`src/rtl/out_port_scheduler_pkg.sv`:
```
// ============================================================================
// out_port_scheduler_pkg -- shared widths, config field offsets, reset values
// Revision: 1.0
// ============================================================================
`default_nettype none

package out_port_scheduler_pkg;

    localparam int DEF_PACKET_BITS   = 97;
    localparam int DEF_NUM_LEAF_BITS = 6;
    localparam int DEF_NUM_PORT_BITS = 4;
    localparam int DEF_NUM_ADDR_BITS = 7;
    localparam int DEF_PAYLOAD_BITS  = 64;
    localparam int DEF_NUM_OUT_PORTS = 7;

    localparam int CRED_RESET_VAL  = 127;
    localparam int WADDR_RESET_VAL = 0;

    // Slice layout, LSB first: freespace, bram_addr, dst_port, dst_leaf, add, upd_bram, upd_free
    function automatic int cfg_bram_lsb(input int addr_bits);
        return addr_bits;
    endfunction

    function automatic int cfg_port_lsb(input int addr_bits);
        return 2 * addr_bits;
    endfunction

    function automatic int cfg_leaf_lsb(input int addr_bits, input int port_bits);
        return 2 * addr_bits + port_bits;
    endfunction

    function automatic int cfg_add_bit(input int addr_bits, input int port_bits, input int leaf_bits);
        return 2 * addr_bits + port_bits + leaf_bits;
    endfunction

    function automatic int cfg_bits(input int leaf_bits, input int port_bits, input int addr_bits);
        return leaf_bits + port_bits + 2 * addr_bits + 3;
    endfunction

    function automatic int fifo_addr_bits(input int packet_bits, input int leaf_bits,
                                          input int port_bits, input int payload_bits);
        return packet_bits - 1 - leaf_bits - port_bits - payload_bits;
    endfunction

endpackage

`default_nettype wire

```
`src/rtl/out_port_scheduler_rr_arbiter.sv`:
```
// ============================================================================
// rr_arbiter -- one-hot round-robin grant, search starts after last winner
// Revision: 1.0
// ============================================================================
`default_nettype none

module rr_arbiter #(
    parameter int N = 7
) (
    input  logic         clk,
    input  logic         reset,
    input  logic [N-1:0] req,
    input  logic         enable,
    output logic [N-1:0] grant
);

    localparam int PTR_BITS = (N > 1) ? $clog2(N) : 1;

    logic [PTR_BITS-1:0] last;
    logic [PTR_BITS-1:0] idx;
    logic [PTR_BITS-1:0] winner;
    logic                found;

    always_comb begin
        grant  = '0;
        found  = 1'b0;
        winner = last;
        idx    = '0;
        for (int k = 1; k <= N; k++) begin
            idx = PTR_BITS'((int'(last) + k) % N);
            if (enable && !found && req[idx]) begin
                grant[idx] = 1'b1;
                winner     = idx;
                found      = 1'b1;
            end
        end
    end

    // Reset to the last port so the first search begins at port 0
    always_ff @(posedge clk) begin
        if (reset) begin
            last <= PTR_BITS'(N - 1);
        end else if (found) begin
            last <= winner;
        end
    end

endmodule

`default_nettype wire

```
`src/rtl/out_port_scheduler.sv`:
```
// ============================================================================
// out_port_scheduler -- credit-gated round-robin merge of ports onto one link
// Revision: 1.0
// ============================================================================
`default_nettype none

module out_port_scheduler
    import out_port_scheduler_pkg::*;
#(
    parameter int PACKET_BITS   = DEF_PACKET_BITS,
    parameter int NUM_LEAF_BITS = DEF_NUM_LEAF_BITS,
    parameter int NUM_PORT_BITS = DEF_NUM_PORT_BITS,
    parameter int NUM_ADDR_BITS = DEF_NUM_ADDR_BITS,
    parameter int PAYLOAD_BITS  = DEF_PAYLOAD_BITS,
    parameter int NUM_OUT_PORTS = DEF_NUM_OUT_PORTS
) (
    input  logic                                                         clk,
    input  logic                                                         reset,
    input  logic [cfg_bits(NUM_LEAF_BITS, NUM_PORT_BITS, NUM_ADDR_BITS)*NUM_OUT_PORTS-1:0] out_cfg,
    input  logic [PAYLOAD_BITS*NUM_OUT_PORTS-1:0]                        din,
    input  logic [NUM_OUT_PORTS-1:0]                                     din_valid,
    output logic [NUM_OUT_PORTS-1:0]                                     din_ready,
    output logic [PACKET_BITS-1:0]                                       dout,
    output logic                                                         dout_valid,
    input  logic                                                         dout_ready
);

    localparam int FIFO_ADDR_BITS = fifo_addr_bits(PACKET_BITS, NUM_LEAF_BITS, NUM_PORT_BITS, PAYLOAD_BITS);
    localparam int CFG_BITS       = cfg_bits(NUM_LEAF_BITS, NUM_PORT_BITS, NUM_ADDR_BITS);
    localparam int BRAM_LSB       = cfg_bram_lsb(NUM_ADDR_BITS);
    localparam int PORT_LSB       = cfg_port_lsb(NUM_ADDR_BITS);
    localparam int LEAF_LSB       = cfg_leaf_lsb(NUM_ADDR_BITS, NUM_PORT_BITS);
    localparam int ADD_BIT        = cfg_add_bit(NUM_ADDR_BITS, NUM_PORT_BITS, NUM_LEAF_BITS);
    localparam int UPD_BRAM_BIT   = ADD_BIT + 1;
    localparam int UPD_FREE_BIT   = ADD_BIT + 2;
    localparam logic [NUM_ADDR_BITS-1:0] CRED_MAX = '1;

    logic [NUM_ADDR_BITS-1:0] cred      [NUM_OUT_PORTS];
    logic [NUM_ADDR_BITS-1:0] waddr     [NUM_OUT_PORTS];
    logic [NUM_ADDR_BITS-1:0] freespace [NUM_OUT_PORTS];
    logic [NUM_ADDR_BITS-1:0] bram_addr [NUM_OUT_PORTS];
    logic [NUM_LEAF_BITS-1:0] dst_leaf  [NUM_OUT_PORTS];
    logic [NUM_PORT_BITS-1:0] dst_port  [NUM_OUT_PORTS];
    logic [CFG_BITS-1:0]      cfg_slice;
    logic [NUM_OUT_PORTS-1:0] upd_free;
    logic [NUM_OUT_PORTS-1:0] upd_bram;
    logic [NUM_OUT_PORTS-1:0] add_free;
    logic [NUM_OUT_PORTS-1:0] eligible;
    logic [NUM_OUT_PORTS-1:0] grant;
    logic [NUM_OUT_PORTS-1:0] send;
    logic [PACKET_BITS-1:0]   next_pkt;
    logic                     slot_free;

    always_comb begin
        cfg_slice = '0;
        upd_free  = '0;
        upd_bram  = '0;
        add_free  = '0;
        eligible  = '0;
        for (int i = 0; i < NUM_OUT_PORTS; i++) begin
            cfg_slice    = out_cfg[CFG_BITS*i +: CFG_BITS];
            freespace[i] = cfg_slice[0 +: NUM_ADDR_BITS];
            bram_addr[i] = cfg_slice[BRAM_LSB +: NUM_ADDR_BITS];
            dst_port[i]  = cfg_slice[PORT_LSB +: NUM_PORT_BITS];
            dst_leaf[i]  = cfg_slice[LEAF_LSB +: NUM_LEAF_BITS];
            add_free[i]  = cfg_slice[ADD_BIT];
            upd_bram[i]  = cfg_slice[UPD_BRAM_BIT];
            upd_free[i]  = cfg_slice[UPD_FREE_BIT];
            eligible[i]  = din_valid[i] && (cred[i] != '0) && !upd_free[i] && !upd_bram[i];
        end
    end

    // Grants are suppressed during reset so din_ready reads 0 there
    assign slot_free = !dout_valid || dout_ready;

    rr_arbiter #(
        .N      (NUM_OUT_PORTS)
    ) u_rr_arbiter (
        .clk    (clk),
        .reset  (reset),
        .req    (eligible),
        .enable (slot_free && !reset),
        .grant  (grant)
    );

    assign din_ready = grant;
    assign send      = din_valid & grant;

    always_comb begin
        next_pkt = '0;
        for (int i = 0; i < NUM_OUT_PORTS; i++) begin
            if (send[i]) begin
                next_pkt = {1'b1, dst_leaf[i], dst_port[i], FIFO_ADDR_BITS'(waddr[i]),
                            din[PAYLOAD_BITS*i +: PAYLOAD_BITS]};
            end
        end
    end

    always_ff @(posedge clk) begin
        if (reset) begin
            for (int i = 0; i < NUM_OUT_PORTS; i++) begin
                cred[i]  <= NUM_ADDR_BITS'(CRED_RESET_VAL);
                waddr[i] <= NUM_ADDR_BITS'(WADDR_RESET_VAL);
            end
        end else begin
            for (int i = 0; i < NUM_OUT_PORTS; i++) begin
                if (upd_free[i]) begin
                    cred[i] <= freespace[i];
                end else if (add_free[i] && !send[i]) begin
                    if (cred[i] != CRED_MAX) begin
                        cred[i] <= cred[i] + 1'b1;
                    end
                end else if (send[i] && !add_free[i]) begin
                    cred[i] <= cred[i] - 1'b1;
                end

                if (upd_bram[i]) begin
                    waddr[i] <= bram_addr[i];
                end else if (send[i]) begin
                    waddr[i] <= waddr[i] + 1'b1;
                end
            end
        end
    end

    // Output register only reloads when the slot is free, so a stalled packet holds
    always_ff @(posedge clk) begin
        if (reset) begin
            dout       <= '0;
            dout_valid <= 1'b0;
        end else if (slot_free) begin
            dout       <= next_pkt;
            dout_valid <= |send;
        end
    end

endmodule

`default_nettype wire
```
`config.mk`:
```
export PLATFORM = sky130hd
export DESIGN_NAME = out_port_scheduler
export DESIGN_NICKNAME = d
export VERILOG_FILES = /design/src/rtl/out_port_scheduler_pkg.sv /design/src/rtl/out_port_scheduler_rr_arbiter.sv /design/src/rtl/out_port_scheduler.sv
export SDC_FILE = /design/constraint.sdc
export NUM_CORES = 1
export LEC_CHECK = 0
export ABC_AREA = 1
export CAP_MARGIN = 15
export CORE_AREA = 2 2 295 297
export DETAILED_ROUTE_END_ITERATION = 10
export DIE_AREA = 0 0 297 299
export SLEW_MARGIN = 15
export SYNTH_ARGS = -nofsm -noshare
export SYNTH_HDL_FRONTEND = slang
export SYNTH_HIERARCHICAL = 1
export SYNTH_SLANG_ARGS = --single-unit
```
`constraint.sdc`:
```
create_clock -name clk -period 7.3 [get_ports clk]
set_clock_uncertainty 0.15 [all_clocks]
set_input_delay 1.095 -clock clk [delete_from_list [all_inputs] [get_ports clk]]
set_output_delay 1.095 -clock clk [all_outputs]
set_load 0.01 [all_outputs]
```
==> results of run 1 <==
final cells by class:
type	instances	share of cell area
Tap cell	1155	0.0517
Multi-Input combinational cell	2543	0.430
Antenna cell	8	0.000716
Sequential cell	184	0.167
Timing Repair Buffer	786	0.281
Inverter	362	0.0488
Clock buffer	23	0.0171
Clock inverter	9	0.00407
cells by family after synthesis:
| kind of cell | count (synthesis) | synth area share |
|---|---|---|
| and+or+nand+nor | 2106 | 0.478 |
| buffers and inverters | 528 | 0.115 |
| AOI/OAI and AO/OA | 311 | 0.0959 |
| DFF | 184 | 0.249 |
| xor gates and xnor gates | 62 | 0.0297 |
| adders and majority gates | 49 | 0.0327 |
| other | 1 | 0.000200 |
placed cells by master, fill, tap and decap left out, drive strengths merged, types with 2 or more instances in the layout:
cell type / n
or2: 22
a31oi: 85
clkdlybuf4s50: 735
inv: 365
clkinv: 3
a211oi: 3
o221ai: 2
nand3b: 5
ha: 49
nand3: 497
clkbuf: 23
a311oi: 2
xnor2: 12
conb: 15
a21oi: 59
nor2: 464
bufinv: 2
o21bai: 6
dfxtp: 86
diode: 8
xor2: 49
o211ai: 8
nand4: 18
o311ai: 5
nor3: 29
a32o: 3
nand2: 1070
o21ai: 128
buf: 51
edfxtp: 98
o22ai: 6
synth_stat cells, drive strengths merged, types with 2 or more instances:
cell    instances
nand2        1070
nand3         497
nor2          464
inv           362
o21ai         128
buf           100
edfxtp         98
dfxtp          86
a31oi          85
clkbuf         66
a21oi          59
ha             49
xor2           49
nor3           29
or2            22
nand4          18
xnor2          12
o211ai          8
o21bai          6
o22ai           6
nand3b          5
o311ai          5
a211oi          3
a32o            3
a311oi          2
o221ai          2
stage by stage:
stage	total power [W]	utilization	hold WS (ns)	setup slack (ns)
2_1_floorplan	0.00720	-	0.344	2.42
3_3_place_gp	0.0105	0.318	0.309	1.05
3_5_place_dp	0.0105	0.318	0.314	0.996
4_1_cts	0.0116	0.325	0.328	0.629
5_1_grt	0.0126	0.325	0.344	0.257
6_report	0.0116	0.325	0.328	0.683
final timing paths:
kind | from | to | slack (ns) | depth (start not counted)
worst min-delay path | dout[52] | dout[52] | 0.33 | 2
worst max register to register | u_rr_arbiter/last[1] | dout[44] | 1.15 | 28
worst min register to register | dout[52] | dout[52] | 0.33 | 2
worst max-delay path | u_rr_arbiter/last[1] | din_ready[6] | 0.68 | 20
state kept, by name, indices dropped and copies added (netlist names):
| name | cells |
|---|---|
| dout | 82 |
| cred | 49 |
| waddr | 49 |
| u_rr_arbiter/last | 3 |
| dout_valid | 1 |
routing by layer:
layer,vias to the layer above,share of wire,GRT usage
met5,-,0.00070,0
met3,147,0.083,0.0562
met1,11042,0.41,0.293
met4,14,0.040,0.101
li1,11699,-,-
met2,1061,0.47,0.388
worst max-delay path, stage by stage (launching register included):
cell and delay [ns]:
dfxtp_1 0.37, inv_1 0.14, ha_1 0.69, inv_4 0.17, ha_1 0.23, ha_1 0.27, nor3_1 0.18, nand3_1 0.11
nand2_1 0.13, nand3_1 0.17, nand2_2 0.23, nand2_1 0.10, a21oi_1 0.19, nand4_2 0.20, nand4_1 0.25, nor2_1 0.12
nand2_1 0.08, nand4_1 0.13, nor2_1 0.17, nand3_1 0.32, clkdlybuf4s50_1 0.64
power groups by stage:
stage / sequential (W) / combinational (W) / clock [W]
3_3_place_gp: 0.00157 / 0.00897 / 0
4_1_cts: 0.00155 / 0.00898 / 0.00108
6_report: 0.00155 / 0.00898 / 0.00104
3_5_place_dp: 0.00157 / 0.00894 / 0
5_1_grt: 0.00158 / 0.00995 / 0.00110
2_1_floorplan: 0.00153 / 0.00567 / 0
==> results.md, run 1 <==
* Outcome: completed
* Sw power at 0.00676 W
* Crit Path Class: flip-flop to output port
* Maximum VDD drop at 220 uV
* PostCTS Resize Cnt at 0
* Post-DRT Antenna Nets at 0
* Initial antenna violation count at 20
* Tot GR Track Use at 0.235
* Port Buf Inserts at 736
* Sequential share of the synthesized area at 0.249
* Setup-failing EPs final at 0
* Final Critical Period at 6.62 ns
* Setup Fix Bufs, Post-CTS at 0
* Routed vias/inst at 4.73
* #FFs+latches synth at 184
* Starting Density at 0.218
* Cell taking the most area after synthesis: nand2_1
* Residual DRC at 0
* PwrDens at 413 nW/um^2
* Req. time, crit path at 6.05 ns
* Critical Path Start Type: flip-flop
* Max Cap Viol at 0
* Routed vias at 23963
* Cell-internal power at 0.00481 W
* Synth cell types at 54
* Max Fclk at 151 MHz
* YS warnings at 6
* Worst-Margin Slew at 0.839 ns
* Worst hold path type: flip-flop to flip-flop
* Final Instance Area at about 28000 um^2
* CTS sink cnt at approximately 180
* Routed Wire Length at 108 mm
* Fillers at 9480
* Logic pwr share at 0.776
* Gp weighted congestion at a little under 1
* Area contributors post-synth: nand2_1, edfxtp_1, nand3_1
* Core area at 85900 um^2
* Switch share at 0.584
* Final period util at 0.906
* Hold buffers post-CTS at 0
* Post-synthesis cell area at roughly 19000 um^2
* Layout area overhead at 49.0%
* Largest net degree at the start of global routing at 73
* Die Y at 299 um
* Depth of the CTS H-tree at 4
* Floorplan row count at 108
* Clock Power Share at 0.090
* Wirelength per Cell at between 20 and 25 um
* Post-synth EDFFs at 98
* Share of the synthesized area in the top cell type at 0.206
* CTS tree: done
* Syn Area/Cell at 5.79 um^2
* Cells after DPL at 5030
* Ys flop type: edfxtp_1
* Max Slew Vio Count at 0
* Layout cell share with drive strength beyond 1 at 0.0514
* Sequential Power Share at 0.134
* Footprint of the multi-input gates at 12000 um^2
* Boundary Pins at roughly 750
* Setup TNS at 0 ns
* Post-synthesis async set-or-reset flop share at 0
* Kind of end point of the critical path: output port
* DR iter-0 viols at around 2200
* CTS root buf: clkbuf_16
* Worst slew margin at 0.441
* Leak pwr at between 10 and 15 nW
* Post-DP Area at 27400 um^2
* Storage cell area at ~4700 um^2
* Crit path DAT at 5.37 ns
* Final Hold Violating Endpoints at 0
* Vias in the first global route at approximately 23000
* Die ar. at 88800 um^2
* Detailed placement HPWL at a little under 90 mm
* Reg clk slew, reported paths at around 0.08 ns
* CTS Buffer Depth at 2
* Global route overflow at 0
* Crit-path max FO at 12
* First drt pass iteration count at 8
* Post-route insts no fill at 5070
* TritonCTS Buffers at 17
* Fin nets at between 4000 and 5000
* First-pass GRT wire length at about 160 mm
* RSZ-0062 raised after global routing: false
* Die X at 297 um
* Cells after Synth at ~3200
* Clk_lat worst skew at 0.50 ns
Note: power is estimated with default switching activity, not from simulation.
==> run 2: changes to the inputs <==
--- a/config.mk
+++ b/config.mk
@@ -8,8 +8,10 @@
 export ABC_AREA = 1
 export CAP_MARGIN = 15
 export CORE_AREA = 2 2 295 297
+export CTS_BUF_LIST = sky130_fd_sc_hd__clkbuf_2
 export DETAILED_ROUTE_END_ITERATION = 10
 export DIE_AREA = 0 0 297 299
+export REMOVE_ABC_BUFFERS = 1
 export SLEW_MARGIN = 15
 export SYNTH_ARGS = -nofsm -noshare
 export SYNTH_HDL_FRONTEND = slang
==> constraint.sdc (replaced) <==
create_clock -name clk -period 7.3 [get_ports clk]
set_clock_uncertainty 0.15 [all_clocks]
set_input_delay 1.46 -clock clk [delete_from_list [all_inputs] [get_ports clk]]
set_output_delay 1.46 -clock clk [all_outputs]
set_load 0.01 [all_outputs]
==> run 2 against run 1 <==
  * Flip-flop and latch count unchanged
  * Count of clock-buffer cells in the layout down 5
  * Hold slack better by 0.010 ns
  * Utilization hardly changed
  * Final cell count up 0.69%
  * Global-route usage is essentially flat
  * Critical path type unchanged
  * Critical endpoint is now din_ready[1]
  * Largest cell class unchanged
==> results.md, run 2 (synthesis gave the netlist of run 1 again) <==
* Outcome: completed (unchanged)
* Footprint of the multi-input gates at 12100 um^2 (was 12000 um^2)
* CTS sink cnt at 184 (unchanged)
* Depth of the CTS H-tree at 4 (unchanged)
* Clock Power Share at 0.059 (was 0.090)
* First-pass GRT wire length at 153 mm (was 155 mm)
* Die X at 297 um (unchanged)
* Reg with most FFs: dout (unchanged)
* Critical Path Start Type: flip-flop (unchanged)
* Hold buffers post-CTS at 0 (unchanged)
* CTS tree: done (unchanged)
* Layout area overhead at 49.1% (was 49.0%)
* Routed Wire Length at 109 mm (was 108 mm)
* Fin nets at 4615 (was 4590)
* Crit path DAT at 5.37 ns (about the same)
* Largest net degree at the start of global routing at 80 (was 73)
* Worst hold path cell count at 2 (unchanged)
* Setup TNS at 0 ns (unchanged)
* Worst R2R Path Depth at 33 (was 28)
* Core area at 85900 um^2 (unchanged)
* Gp weighted congestion at 0.988 (was 0.970)
* Starting Density at 0.218 (unchanged)
* Final Hold Violating Endpoints at 0 (unchanged)
* Fillers at 9653 (was 9480)
* RSZ-0062 raised after global routing: true (was false)
* Largest register FFs at 82 (unchanged)
* CTS root buf: clkbuf_2 (was clkbuf_16)
* TritonCTS Buffers at 17 (unchanged)
* Wirelength per Cell at 21.3 um (was 21.4 um)
* Floorplan row count at 108 (unchanged)
* Req. time, crit path at 5.69 ns (was 6.05 ns)
* Most common cell after layout, fill and taps aside: nand2_1 (unchanged)
* Leak pwr at 13.4 nW (was 13.3 nW)
* Global route overflow at 0 (unchanged)
* Most frequent cells in the layout: nand2_1, clkdlybuf4s50_1, nand3_1, nor2_1, inv_1 (unchanged)
* Post-DRT Antenna Nets at 0 (unchanged)
* Sw power at 0.00683 W (was 0.00676 W)
* CTS Buffer Depth at 2 (unchanged)
* Final period util at 0.956 (was 0.906)
* Sequential Power Share at 0.133 (was 0.134)
* Crit Path Class: flip-flop to output port (unchanged)
* Biggest regs: dout: 82 flops, cred: 49 flops, waddr: 49 flops (unchanged)
* Post-route insts no fill at 5105 (was 5070)
* Max Slew Vio Count at 0 (unchanged)
* Max Fclk at 143 MHz (was 151 MHz)
* Routed vias/inst at 4.74 (was 4.73)
* Switch share at 0.596 (was 0.584)
* Kind of end point of the critical path: output port (unchanged)
* Cell-internal power at 0.00463 W (was 0.00481 W)
* Overall power at 0.0115 W (was 0.0116 W)
* Tot GR Track Use at 0.235 (about the same)
* Die ar. at 88800 um^2 (unchanged)
* Die Y at 299 um (unchanged)
* Final Critical Period at 6.98 ns (was 6.62 ns)
* Logic pwr share at 0.807 (was 0.776)
* Port Buf Inserts at 736 (unchanged)
* Initial antenna violation count at 27 (was 20)
* Detailed placement HPWL at 87.4 mm (was 87.0 mm)
* Max Cap Viol at 0 (unchanged)
* DR iter-0 viols at 2277 (was 2163)
* Setup-failing EPs final at 0 (unchanged)
* Final core utilization at 0.326 (was 0.325)
* Layout cell share with drive strength beyond 1 at 0.0628 (was 0.0514)
* Boundary Pins at 752 (unchanged)
* Crit-path max FO at 11 (was 12)
* Clk_lat worst skew at 1.22 ns (was 0.50 ns)
* Worst-Margin Slew at 0.990 ns (was 0.839 ns)
* Cells after DPL at 5050 (was 5030)
* Storage cell area at 4670 um^2 (was 4660 um^2)
* Reg clk slew, reported paths at 0.34 ns (was 0.08 ns)
* PwrDens at 409 nW/um^2 (was 413 nW/um^2)
* Residual DRC at 0 (unchanged)
* Maximum VDD drop at 189 uV (was 220 uV)
* Worst hold path type: flip-flop to flip-flop (unchanged)
* First drt pass iteration count at 6 (was 8)
* Routed vias at 24200 (was 23963)
* Vias in the first global route at 22564 (was 22822)
* Worst slew margin at 0.340 (was 0.441)
[run 2: cell count changes in the layout (fill, tap and decap cells not counted), sizes merged]
| cell | delta |
|---|---|
| clkinv | +2 |
| clkinvlp | -1 |
| diode | +10 |
| clkbuf | -4 |
| buf | +25 |
| dlymetal6s2s | +5 |
| inv | +4 |
| clkdlybuf4s50 | -6 |
[run 2: critical path, stage by stage, from the launching register on]
cell             delay, ns
dfxtp_2               0.41
buf_4                 0.19
ha_1                  0.20
inv_1                 0.09
nand2_1               0.11
nand2_4               0.09
ha_1                  0.20
ha_1                  0.27
nor3_1                0.18
nand3_1               0.13
nand2_2               0.13
nand2_2               0.08
nand2_1               0.10
nand2_2               0.08
inv_2                 0.07
nor2_2                0.05
nand2_1               0.06
nand2_1               0.12
o21ai_4               0.23
nand4_4               0.17
nor2_4                0.20
nand2_2               0.08
nor2_4                0.17
nand4_1               0.12
nand3_2               0.13
clkdlybuf4s50_1       0.55
[run 2: per-layer routing]
| layer | global-route usage | wire length (um) |
|---|---|---|
| met5 | 0 | 101 |
| met4 | 0.114 | 5110 |
| met3 | 0.0620 | 9830 |
| met2 | 0.388 | 50700 |
| met1 | 0.284 | 43000 |
[run 2: what timing repair did]
| item | CTS | global route |
|---|---|---|
| buffers inserted | 2 | 3 |
| setup endpoints to repair | 7 | 7 |
| resized for setup | 14 | 17 |
| pin swaps | 2 | 2 |
[run 2: metrics by stage]
step                setup slack [ns]  cell area, um^2  hold slack, ns
floorplan                      -2.73            18000           0.344
global placement               0.503            27500           0.308
detailed placement             0.577            27500           0.311
CTS                           0.0157            27900           0.338
global route                  -0.237            28000           0.352
finish                         0.319            28000           0.338
[run 2: layout make-up]
type / count / area share
tap: 1155 / 0.0517
antenna: 18 / 0.00161
clock inverter: 14 / 0.00648
multi-input combinational: 2543 / 0.433
clock buffer: 18 / 0.00322
timing repair buffer: 811 / 0.289
inverter: 362 / 0.0490
sequential: 184 / 0.167
[run 2: power groups by stage]
stage               Combinational [W]  Clock, W  Sequential (W)
detailed placement            0.00911         0         0.00154
finish                        0.00925  0.000680         0.00153
CTS                           0.00920  0.000714         0.00152
floorplan                     0.00559         0         0.00155
global route                   0.0103  0.000748         0.00155
global placement              0.00915         0         0.00154
[run 2: final timing paths]
kind / slack [ns] / to / from
worst max-delay path: 0.32 / din_ready[1] / u_rr_arbiter/last[1]
worst min-delay path: 0.34 / dout[95] / dout[95]
worst max register to register: 1.62 / dout[6] / u_rr_arbiter/last[1]
worst min register to register: 0.34 / dout[95] / dout[95]
